`src/rtl/pry2oht_pkg.sv`:
```
// Shared types and helpers for the pry2oht round-robin arbiter: scan-direction
// names, priority-encoder styles, FSM states and the post-grant mask function.
package pry2oht_pkg;

  localparam string DIR_LSB   = "LSB";
  localparam string DIR_MSB   = "MSB";
  localparam int    MAX_WIDTH = 64;

  typedef enum int {
    IMP_LOOP   = 0,
    IMP_VECTOR = 1,
    IMP_ADDER  = 2
  } imp_e;

  typedef enum logic {
    ST_IDLE = 1'b0,
    ST_BUSY = 1'b1
  } state_e;

  // Channels still ahead of k in scan order; all zeros when k was the last one.
  function automatic logic [MAX_WIDTH-1:0] mask_after(input int k, input int width,
                                                      input logic dir_msb);
    logic [MAX_WIDTH-1:0] m;
    m = '0;
    for (int i = 0; i < MAX_WIDTH; i++) begin
      if (dir_msb) m[i] = (i < k);
      else         m[i] = (i > k) && (i < width);
    end
    return m;
  endfunction

endpackage

```
`src/rtl/pry2oht_rrarb_oht2bin.sv`:
```
// Combinational one-hot to binary encoder; an all-zero input yields index 0.
module oht2bin #(
  parameter  int WIDTH = 8,
  localparam int IW    = $clog2(WIDTH)
) (
  input  logic [WIDTH-1:0] i_oht,
  output logic [IW-1:0]    o_bin
);

  // NOTE: o_bin gets a default before the loop so no path leaves it unassigned (no latch).
  always_comb begin
    o_bin = '0;
    for (int i = 0; i < WIDTH; i++) begin
      if (i_oht[i]) o_bin = o_bin | IW'(i);
    end
  end

endmodule

```
`src/rtl/pry2oht_rrarb.sv`:
```
// Round-robin arbiter: masked priority-to-one-hot selection, registered one-hot
// grant held until release or optional hold timeout.
module pry2oht_rrarb
  import pry2oht_pkg::*;
#(
  parameter  int    WIDTH          = 8,
  parameter  string DIRECTION      = "LSB",
  parameter  int    IMPLEMENTATION = 0,
  parameter  int    HOLD_MAX       = 0,
  localparam int    IW             = $clog2(WIDTH)
) (
  input  logic             clk,
  input  logic             rst,
  input  logic [WIDTH-1:0] req,
  input  logic             rel,
  output logic [WIDTH-1:0] gnt,
  output logic             vld,
  output logic [IW-1:0]    idx,
  output logic             tmo
);

  localparam logic C_MSB = (DIRECTION == DIR_MSB);

  if (DIRECTION != DIR_LSB && DIRECTION != DIR_MSB) begin : g_bad_dir
    $fatal(1, "pry2oht_rrarb: DIRECTION must be \"LSB\" or \"MSB\"");
  end
  if (WIDTH < 2 || WIDTH > MAX_WIDTH) begin : g_bad_width
    $fatal(1, "pry2oht_rrarb: WIDTH out of range");
  end
  if (HOLD_MAX < 0 || HOLD_MAX > 65535) begin : g_bad_hold
    $fatal(1, "pry2oht_rrarb: HOLD_MAX out of range");
  end

  function automatic logic [WIDTH-1:0] rev(input logic [WIDTH-1:0] v);
    logic [WIDTH-1:0] r;
    for (int i = 0; i < WIDTH; i++) r[i] = v[WIDTH-1-i];
    return r;
  endfunction

  function automatic logic [WIDTH-1:0] sel_loop(input logic [WIDTH-1:0] v);
    logic [WIDTH-1:0] r;
    logic             found;
    r     = '0;
    found = 1'b0;
    for (int i = 0; i < WIDTH; i++) begin
      int b;
      b = C_MSB ? (WIDTH - 1 - i) : i;
      if (v[b] && !found) begin
        r[b]  = 1'b1;
        found = 1'b1;
      end
    end
    return r;
  endfunction

  // Smear the first set bit toward the far end, then keep only its edge.
  function automatic logic [WIDTH-1:0] sel_vector(input logic [WIDTH-1:0] v);
    logic [WIDTH-1:0] s;
    s = C_MSB ? rev(v) : v;
    for (int sh = 1; sh < WIDTH; sh = sh * 2) s = s | (s << sh);
    s = s & ~(s << 1);
    return C_MSB ? rev(s) : s;
  endfunction

  function automatic logic [WIDTH-1:0] sel_adder(input logic [WIDTH-1:0] v);
    logic [WIDTH-1:0] s;
    s = C_MSB ? rev(v) : v;
    s = s & (~s + WIDTH'(1));
    return C_MSB ? rev(s) : s;
  endfunction

  state_e           r_state;
  logic [WIDTH-1:0] r_gnt;
  logic [WIDTH-1:0] r_mask;
  logic [IW-1:0]    r_idx;
  logic             r_vld;

  logic [WIDTH-1:0] w_mask_next, w_eff_mask, w_masked, w_sel_m, w_sel_u, w_next;
  logic [IW-1:0]    w_next_idx;
  logic             w_any, w_timeout, w_exit, w_load;

  // In BUSY the candidate grant is scored against the mask the exit would install.
  assign w_mask_next = WIDTH'(mask_after(int'(r_idx), WIDTH, C_MSB));
  assign w_eff_mask  = (r_state == ST_BUSY) ? w_mask_next : r_mask;
  assign w_masked    = req & w_eff_mask;
  assign w_any       = |req;
  assign w_next      = (|w_masked) ? w_sel_m : w_sel_u;
  assign w_exit      = (r_state == ST_BUSY) && (rel || w_timeout);
  assign w_load      = w_any && ((r_state == ST_IDLE) || w_exit);

  if (IMPLEMENTATION == int'(IMP_LOOP)) begin : g_loop
    assign w_sel_m = sel_loop(w_masked);
    assign w_sel_u = sel_loop(req);
  end else if (IMPLEMENTATION == int'(IMP_VECTOR)) begin : g_vector
    assign w_sel_m = sel_vector(w_masked);
    assign w_sel_u = sel_vector(req);
  end else if (IMPLEMENTATION == int'(IMP_ADDER)) begin : g_adder
    assign w_sel_m = sel_adder(w_masked);
    assign w_sel_u = sel_adder(req);
  end else begin : g_bad_imp
    $fatal(1, "pry2oht_rrarb: IMPLEMENTATION must be 0, 1 or 2");
    assign w_sel_m = '0;
    assign w_sel_u = '0;
  end

  oht2bin #(.WIDTH(WIDTH)) u_enc (
    .i_oht (w_next),
    .o_bin (w_next_idx)
  );

  if (HOLD_MAX == 0) begin : g_no_hold
    assign w_timeout = 1'b0;
  end else begin : g_hold
    localparam int CW = $clog2(HOLD_MAX + 1);
    logic [CW-1:0] r_cnt;

    always_ff @(posedge clk) begin
      if (rst)                                  r_cnt <= '0;
      else if (w_load)                          r_cnt <= '0;
      else if (r_state == ST_BUSY && !w_exit &&
               r_cnt != CW'(HOLD_MAX - 1))      r_cnt <= r_cnt + CW'(1);
    end

    assign w_timeout = (r_state == ST_BUSY) && !rel && (r_cnt == CW'(HOLD_MAX - 1));
  end

  // NOTE: state is updated with non-blocking assignments so every register samples pre-edge values.
  always_ff @(posedge clk) begin
    if (rst) begin
      r_state <= ST_IDLE;
      r_gnt   <= '0;
      r_vld   <= 1'b0;
      r_idx   <= '0;
      r_mask  <= '1;
    end else begin
      case (r_state)
        ST_IDLE: begin
          if (w_any) begin
            r_gnt   <= w_next;
            r_vld   <= 1'b1;
            r_idx   <= w_next_idx;
            r_state <= ST_BUSY;
          end
        end
        ST_BUSY: begin
          if (w_exit) begin
            r_mask <= w_mask_next;
            if (w_any) begin
              r_gnt <= w_next;
              r_idx <= w_next_idx;
            end else begin
              r_gnt   <= '0;
              r_vld   <= 1'b0;
              r_idx   <= '0;
              r_state <= ST_IDLE;
            end
          end
        end
        default: r_state <= ST_IDLE;
      endcase
    end
  end

  assign gnt = r_gnt;
  assign vld = r_vld;
  assign idx = r_idx;
  assign tmo = w_timeout && !rst;

endmodule

```
`config.mk`:
```
export PLATFORM = sky130hd
export DESIGN_NAME = pry2oht_rrarb
export DESIGN_NICKNAME = d
export VERILOG_FILES = /design/src/rtl/pry2oht_pkg.sv /design/src/rtl/pry2oht_rrarb_oht2bin.sv /design/src/rtl/pry2oht_rrarb.sv
export SDC_FILE = /design/constraint.sdc
export NUM_CORES = 1
export LEC_CHECK = 0
export ABC_AREA = 1
export BUFFER_PORTS_ARGS = -buffer_cell sky130_fd_sc_hd__buf_2
export CAP_MARGIN = 20
export CORE_UTILIZATION = 49
export CTS_CLUSTER_SIZE = 25
export DETAILED_ROUTE_END_ITERATION = 10
export GPL_TIMING_DRIVEN = 0
export PLACE_DENSITY = 0.7
export RECOVER_POWER = 100
export SLEW_MARGIN = 20
export SYNTH_ARGS = -nofsm -noshare
export SYNTH_HDL_FRONTEND = slang
export SYNTH_SLANG_ARGS = --single-unit
```
`constraint.sdc`:
```
create_clock -name clk -period 2.8 [get_ports clk]
set_input_delay 0.14 -clock clk [delete_from_list [all_inputs] [get_ports clk]]
set_output_delay 0.14 -clock clk [all_outputs]
set_load 0.02 [all_outputs]
```
# Word level (Yosys, flattened, before mapping)
# Index checks and enable logic that the tools add are counted.
# op_classes
magnitude_cmp	7
n_eq_ne	3
n_mux	52
bitwise	2
n_reduce_logical	34
# ops
operator	count
two-way mux 8 bit	5
two-way mux 1 bit	34
two-way mux 3 bit	7
case mux 8 bit (2 select lines)	1
OR reduction 8 bit	2
logical AND 1 bit	15
zero test 1 bit	14
> comparator 3 bit, first input constant	4
bitwise AND 8 bit	1
> comparator 2 x 3 -> 1 bit, first input constant	2
case mux 3 bit (2 select lines)	1
two-way mux 2 bit	2
inequality test 2 bit, second input constant	2
case mux 1 bit (2 select lines)	2
AND reduction 2 bit	2
> comparator 1 x 3 -> 1 bit, first input constant	1
AND reduction 3 bit	1
inequality test 2 x 1 -> 1 bit, second input constant	1
NOT 1 bit	1
# word_totals
register_bits	21
in_bits	11
wordCells	103

# Logic depth before layout (Yosys ltp)
# Gate-level depths: netlist of the first run.
# logic_depth
word_depth	36
mapped_depth	13
mapped_depth_nobuf	12

# Hierarchy
# From an unflattened synthesis of the first run, not the netlist that was laid out.
# unflattened
cells_unflattened	182
hier_area_um2	1286.2
# modules_own_cells
module	instances	cells_per_inst	area_per_inst_um2	seq_area_each_um2
pry2oht_rrarb	1	174	1253.7	420.4
oht2bin	1	8	32.5	0.0

# Worst setup path before layout of the first run
# No wires, ideal clock.
# synth_path
kind	reg2reg
from	register r_idx[1] (netlist: idx[1])
to	register r_idx[2] (netlist: idx[2])
setup_time_ns	0.067
arrival_time_ns	1.493
slack_ns	1.240
stages_incl_launch_ff	13
path_buffers	0
synth_period_minus_slack_ns	1.560
path_cell_list	dfxtp_1 > nand2_2 > nand2_1 > nand2_1 > nand2_2 > nand2_4 > nor2_8 > nand3_2 > nor2_4 > inv_2 > nand2_2 > inv_2 > a21oi_2
# synth_between
elab_chain_cells	28
elab_cells_between_ends	42
# synth_rtl
element	line_no	text
start, declared	pry2oht_rrarb.sv:75	logic [IW-1:0] r_idx;
start signal, assigned	pry2oht_rrarb.sv:141	r_idx <= w_next_idx;
start signal, assigned	pry2oht_rrarb.sv:150	r_idx <= w_next_idx;
> comparator 1 x 3 -> 1 bit	pry2oht_pkg.sv:27	else m[i] = (i > k) && (i < width);
two-way mux 8 bit *	pry2oht_rrarb.sv:84	assign w_eff_mask = (r_state == ST_BUSY) ? w_mask_next : r_mask;
bitwise AND 8 bit *	pry2oht_rrarb.sv:85	assign w_masked = req & w_eff_mask;
logical AND 1 bit	pry2oht_rrarb.sv:48	if (v[b] && !found) begin
two-way mux 1 bit	pry2oht_rrarb.sv:48	
zero test 1 bit	pry2oht_rrarb.sv:48	
logical AND 1 bit	pry2oht_rrarb.sv:48	
two-way mux 1 bit	pry2oht_rrarb.sv:48	
[... 12 more ...]	--	
zero test 1 bit	pry2oht_rrarb.sv:48	
logical AND 1 bit	pry2oht_rrarb.sv:48	
two-way mux 1 bit	pry2oht_rrarb.sv:48	
two-way mux 8 bit *	pry2oht_rrarb.sv:87	assign w_next = (|w_masked) ? w_sel_m : w_sel_u;
two-way mux 3 bit *	pry2oht_rrarb_oht2bin.sv:14	if (i_oht[i]) o_bin = o_bin | IW'(i);
two-way mux 3 bit	pry2oht_rrarb.sv:148	if (w_any) begin
two-way mux 3 bit	pry2oht_rrarb.sv:146	if (w_exit) begin
case mux 3 bit (2 select lines) *	pry2oht_rrarb.sv:136	case (r_state)
# Mark *: on every way between the ends. The rest lies on a longest branch, timed or not. The select of a mux whose other input is x is not followed.
# A chain may end at the register's enable or synchronous reset.

# Worst setup path after layout of the first run
# layout_path
from	register r_state
to	register r_idx[2] (netlist: idx[2])
# layout_between
elab_chain_cells	29
elab_cells_between_ends	42
# layout_rtl
element	line_no	text
start, declared	pry2oht_rrarb.sv:72	state_e r_state;
start signal, assigned	pry2oht_rrarb.sv:130	r_state <= ST_IDLE;
start signal, assigned	pry2oht_rrarb.sv:142	r_state <= ST_BUSY;
start signal, assigned	pry2oht_rrarb.sv:155	r_state <= ST_IDLE;
two-way mux 8 bit	pry2oht_rrarb.sv:84	
bitwise AND 8 bit	pry2oht_rrarb.sv:85	
two-way mux 1 bit	pry2oht_rrarb.sv:48	
zero test 1 bit	pry2oht_rrarb.sv:48	
logical AND 1 bit	pry2oht_rrarb.sv:48	
two-way mux 1 bit	pry2oht_rrarb.sv:48	
zero test 1 bit	pry2oht_rrarb.sv:48	
logical AND 1 bit	pry2oht_rrarb.sv:48	
[... 13 more ...]	--	
zero test 1 bit	pry2oht_rrarb.sv:48	
logical AND 1 bit	pry2oht_rrarb.sv:48	
two-way mux 1 bit	pry2oht_rrarb.sv:48	
two-way mux 8 bit	pry2oht_rrarb.sv:87	
two-way mux 3 bit	pry2oht_rrarb_oht2bin.sv:14	
two-way mux 3 bit	pry2oht_rrarb.sv:148	
two-way mux 3 bit	pry2oht_rrarb.sv:146	
case mux 3 bit (2 select lines)	pry2oht_rrarb.sv:136	
# Parallel ways exist; a longest one is shown, timed or not. The select of a mux whose other input is x is not followed.

==> reports/metrics.cfg, run 1 <==
[route]
drt_iter0_drc = 36
num_vias = 1257
wirelength_um = 2920
dr.pass1.iters = 4
drc = 0
viasPerCell = 5.11
ant_nets = 0
post_drt_wl_per_cell_um = 11.9

[worst_setup_path]
path_cells = clkbuf_1 -> buf_8 -> nand3_1 -> nand3_1 -> nand2_1 -> nor2_1 -> nand3_1 -> a21oi_1 -> nor2_1 -> a21oi_2
cp.required_ns = 3.05
startpoint_type = flop
arrival_ns = 2.39
r2r_slack_ns = 0.66
crit_cells = 10
rr_startpoint = r_state$_SDFF_PP0_
critPathTopFamily = simple AND/OR/NAND/NOR gates
r2r_cells = 10
worstSetupPathType = reg2reg
worst-path-max-fanout = 10
critical_path_buf_inv_count = 2
rr_endpoint = idx[2]$_SDFFE_PP0P_
critPathSlowestCell = clkbuf_1
crit_top_cell = nand3_1
slowest_delay_ns = 0.35
end_kind = flop

[grt]
grt_max_degree = 13
grt_pass1_wl_um = 4730
grtUsageTotal_pct = 24.0
grt-ovfl-total = 0
antenna_found_initial = 0
first_global_vias = 1115

[clock_network]
hold_buffers = 0
postCtsSetupBuffers = 0
worstSkewPairLatency_ns = 0.31
ctsResizeCount = 0
cts_tree = done
cts_buffers = 3
cts.reportedPaths.clkPinSlew_ns = 0.12
cts_root_buf = clkbuf_4
clockBufferDepth = 2
clkSinkCount = 21
cts_max_level = 1

[floorplanning]
start_util_pct = 53.6
io_pins = 24
fp.dieW_um = 52.2
dieArea_um2 = 2720
fp.dieH_um = 52.2
rows = 17
core-area_um2 = 2300

[sta]
clock-skew-final_ns = 0.00191
post-route-period-util_pct = 76.3
rsz0062_at_grt = false
slew_violations = 0
hold_viol = 0
min_period_ns = 2.14
setup_violations = 0
hold_slack_ns = 0.0660
final.setup.tns_ns = 0
max_freq_mhz = 468

[layout]
areaGrowthSynthToFinish_pct = 11.0
multi_input_area_um2 = 654
num-nets-final = 230
n_fill_cell = 250
regArea_um2 = 420
drive_above_1_share_pct = 14.7
antennaDiodeCount = 0

[pwr]
ir_drop_uv = 320
power.leakage_nw = 0.667
powerDensity_nw_per_um2 = 452

[yosys]
async_flop_share_pct = 0
synth_cells = 192
synth_seq_area_share_pct = 34.1
synth.largest_area_cell = dfxtp_1
syn-mean-instance-area_um2 = 6.42
synthFlopType = dfxtp_1
yosys_warnings = 0
synth_area_um2 = 1230
synth_edf_count = 0
synth_cell_types = 25
yosysTopAreaCellShare_pct = 34.1
syn_nets = 203
synth_seq_cells = 21
ys_top_cells_by_area = dfxtp_1, nand2_1, nor2_1

[worst_hold_path]
min_from = rst
hp-class = in2reg
min_to = gnt[0]$_SDFFE_PP0P_
hold_path_depth = 2

[flow_run]
maxCapViolCount = 0

[status]
status = complete, no violations

[place]
gp_congestion = 0.871
port_buffers = 22
detailed_place_hpwl_um = 2270

[layer usage]
| metal | share of wire, % | wire length [um] | GRT usage [%] |
|---|---|---|---|
| met1 | 48 | 1410 | 31.7 |
| met5 | 0 | 0 | 0 |
| met2 | 46 | 1340 | 40.4 |
| met4 | 1.3 | 38 | 7.89 |
| met3 | 4.3 | 126 | 2.63 |
[cell usage after synthesis, types with 3 or more instances]
master / count
nand3_1: 12
nand2_2: 6
nor2_2: 3
inv_1: 24
o22ai_1: 4
nor2_1: 29
dfxtp_1: 21
nand2_1: 51
a21oi_1: 16
o21ai_0: 5
[state kept, by name (all words and copies together), names as in the netlist]
| register | count |
|---|---|
| gnt | 8 |
| r_mask | 8 |
| idx | 3 |
| r_state | 1 |
| vld | 1 |
[area by class of cell]
| cell class | count | share of cell area [%] |
|---|---|---|
| clock buffers | 3 | 1.65 |
| multi-input cells | 140 | 47.9 |
| inverters | 26 | 7.14 |
| flip-flops and latches | 21 | 30.7 |
| well taps | 28 | 2.56 |
| repair buffers | 22 | 6.95 |
| clock inverters | 1 | 0.366 |
| plain buffers | 5 | 2.74 |
[worst reg2reg max path: stages (launching register included)]
cell,delay (ns)
dfxtp_1,0.32
clkbuf_1,0.35
buf_8,0.19
nand3_1,0.08
nand3_1,0.15
nand2_1,0.10
nor2_1,0.34
nand3_1,0.12
a21oi_1,0.21
nor2_1,0.09
a21oi_2,0.12
[cell usage in the layout (no fill, tap or decap)]
cell       n
a21oi_1   16
a21oi_2    1
buf_2     10
buf_4      2
buf_8      1
clkbuf_1  14
clkbuf_4   3
clkinv_2   1
conb_1     1
dfxtp_1   21
inv_1     24
inv_2      2
nand2_1   51
nand2_2    6
nand2_4    1
nand3_1   13
nand3_2    1
nand4_1    2
nor2_1    31
nor2_2     2
nor2_4     1
nor2_8     1
nor3_1     2
o21ai_0    6
o22ai_1    4
o311ai_0   1
[power breakdown]
group	internal [W]	total (W)	switching [W]	leakage, nW
clock	0.0000534	0.000149	0.0000960	0.0177
sequential	0.000313	0.000326	0.0000125	0.172
combinational	0.0000458	0.000143	0.0000976	0.477
[kinds of logic (layout without fill, tap and decap cells)]
logic type,count (synthesis),count (layout),share of synthesized area [%]
AO/OA/AOI/OAI,28,28,12.4
other,1,1,0.304
flip-flops,21,21,34.1
AND/OR/NAND/NOR,111,111,41.6
buffers and inverters,31,57,11.6
[through the flow]
| step | setup WS (ns) | instances | instance area [um^2] | power (W) | util, % |
|---|---|---|---|---|---|
| floorplan | 1.24 | 192 | 1230 | 0.000437 | - |
| global placement | 1.12 | 242 | 1380 | 0.000477 | 60.0 |
| global route | 0.455 | 246 | 1370 | 0.000652 | 59.5 |
| finish | 0.663 | 246 | 1370 | 0.000618 | 59.5 |
| detailed placement | 1.08 | 242 | 1380 | 0.000480 | 60.0 |
| CTS | 1.06 | 246 | 1410 | 0.000628 | 61.2 |
[how the worst max path moves through the flow]
| stage | startpoint | end | slack [ns] |
|---|---|---|---|
| floorplan | idx[1]$_SDFFE_PP0P_ | idx[2]$_SDFFE_PP0P_ | 1.24 |
| CTS | r_state$_SDFF_PP0_ | idx[2]$_SDFFE_PP0P_ | 1.06 |
| finish | r_state$_SDFF_PP0_ | idx[2]$_SDFFE_PP0P_ | 0.66 |
| global route | r_state$_SDFF_PP0_ | idx[0]$_SDFFE_PP0P_ | 0.46 |
| detailed placement | r_state$_SDFF_PP0_ | idx[2]$_SDFFE_PP0P_ | 1.08 |
| global placement | r_state$_SDFF_PP0_ | idx[0]$_SDFFE_PP0P_ | 1.12 |
Note: power is estimated with default switching activity, not from simulation.
==> run 2, diff against run 1 <==
clock period = 2 ns   (was 2.8 ns; I/O delays follow)
==> run 2 against run 1 <==
Total power up 40%. Register-to-register slack worse by 0.40 ns. Combinational power up 43%. Critical path type unchanged. Largest power group unchanged. Cell count unchanged.
==> reports/metrics.cfg, run 2 (synthesis results as in run 1) <==
[status]
status = complete, no violations

[worst_setup_path]
cp.required_ns = 2.19
critPathLaunch = r_state$_SDFF_PP0_
rr_startpoint = r_state$_SDFF_PP0_
worst-path-max-fanout = 10
r2r_cells = 10
arrival_ns = 1.93
startpoint_type = flop
rr_endpoint = idx[2]$_SDFFE_PP0P_
r2r_slack_ns = 0.27
worstSetupPathType = reg2reg
end_kind = flop

[clock_network]
cts_root_buf = clkbuf_4
cts_buffers = 3
cts_max_level = 1
cts.reportedPaths.clkPinSlew_ns = 0.12
cts_tree = done
hold_buffers = 0
postCtsSetupBuffers = 0
ctsResizeCount = 0
worstSkewPairLatency_ns = 0.31
clockBufferDepth = 2
clkSinkCount = 21

[sta]
post-route-period-util_pct = 86.7
setup_violations = 0
max_freq_mhz = 577
setup_ws_ns = 0.266
clock-skew-final_ns = 0.00187
min_period_ns = 1.73
rsz0062_at_grt = false
hold_viol = 0
slew_violations = 0
final.setup.tns_ns = 0

[route]
dr.pass1.iters = 4
drt_iter0_drc = 32
wirelength_um = 2880
num_vias = 1246
drc = 0
viasPerCell = 5.07
ant_nets = 0
post_drt_wl_per_cell_um = 11.7

[place]
dp_cells = 242
port_buffers = 22
detailed_place_hpwl_um = 2270
dp_slack_ns = 0.282
gp_congestion = 0.871

[worst_hold_path]
min_from = rst
hp-class = in2reg
hold_path_depth = 2
min_to = gnt[0]$_SDFFE_PP0P_

[grt]
grt_max_degree = 13
first_global_vias = 1115
grtUsageTotal_pct = 24.0
grt-ovfl-total = 0
antenna_found_initial = 0
grt_pass1_wl_um = 4730

[pwr]
ir_drop_uv = 446
powerDensity_nw_per_um2 = 626
power_w = 0.000868
power.leakage_nw = 0.674

[layout]
multi_input_area_um2 = 669
finalNonFillerCells = 246
layout_commonest_cell = nand2_1
num-nets-final = 230
antennaDiodeCount = 0
layout_common_cells = nand2_1, nor2_1, inv_1
regArea_um2 = 420
drive_above_1_share_pct = 16.5
areaGrowthSynthToFinish_pct = 12.6
n_fill_cell = 247

[floorplanning]
rows = 17
fp.dieW_um = 52.2
start_util_pct = 53.6
dieArea_um2 = 2720
fp.dieH_um = 52.2
io_pins = 24
core-area_um2 = 2300

[flow_run]
maxCapViolCount = 0

==> run 2: report_power, final <==
group	leakage, nW	internal [W]	switching, W
combinational	0.485	0.0000660	0.000138
sequential	0.172	0.000438	0.0000184
clock	0.0177	0.0000747	0.000133
total	0.674	0.000579	0.000289
==> run 2: worst max-delay path, stage by stage (launching register included) <==
cell and delay [ns]:
dfxtp_1 0.33, buf_6 0.13, buf_8 0.13, nand2_1 0.17, inv_1 0.17, nor2_2 0.22
inv_1 0.12, nand2_1 0.11, nand2_1 0.06, nor2_1 0.12, a21oi_2 0.07
==> run 2: worst max-delay path by stage <==
stage | to | cells after the start
floorplan | idx[2]$_SDFFE_PP0P_ | 12
global placement | idx[0]$_SDFFE_PP0P_ | 10
detailed placement | idx[2]$_SDFFE_PP0P_ | 10
CTS | idx[2]$_SDFFE_PP0P_ | 10
global route | idx[0]$_SDFFE_PP0P_ | 10
finish | idx[2]$_SDFFE_PP0P_ | 10
==> run 2: area by class of cell <==
type                            instances  share of cell area [%]
Multi-Input combinational cell        140                    48.2
Clock buffer                            3                    1.62
Timing Repair Buffer                   22                    6.85
Inverter                               26                    7.03
Buffer                                  5                    3.07
Clock inverter                          1                   0.361
Sequential cell                        21                    30.3
Tap cell                               28                    2.52
==> run 2: through the flow <==
step	hold WS, ns	util, %	area (um^2)
floorplan	0.169	-	1230
global placement	0.349	60.0	1380
detailed placement	0.361	60.0	1380
CTS	0.0199	61.2	1410
global route	0.0203	60.4	1390
finish	0.0294	60.4	1390
==> run 2: metal layers <==
metal | wire length (um) | track usage [%]
met1 | 1380 | 31.7
met2 | 1340 | 40.4
met3 | 122 | 2.63
met4 | 39 | 7.89
met5 | 0 | 0
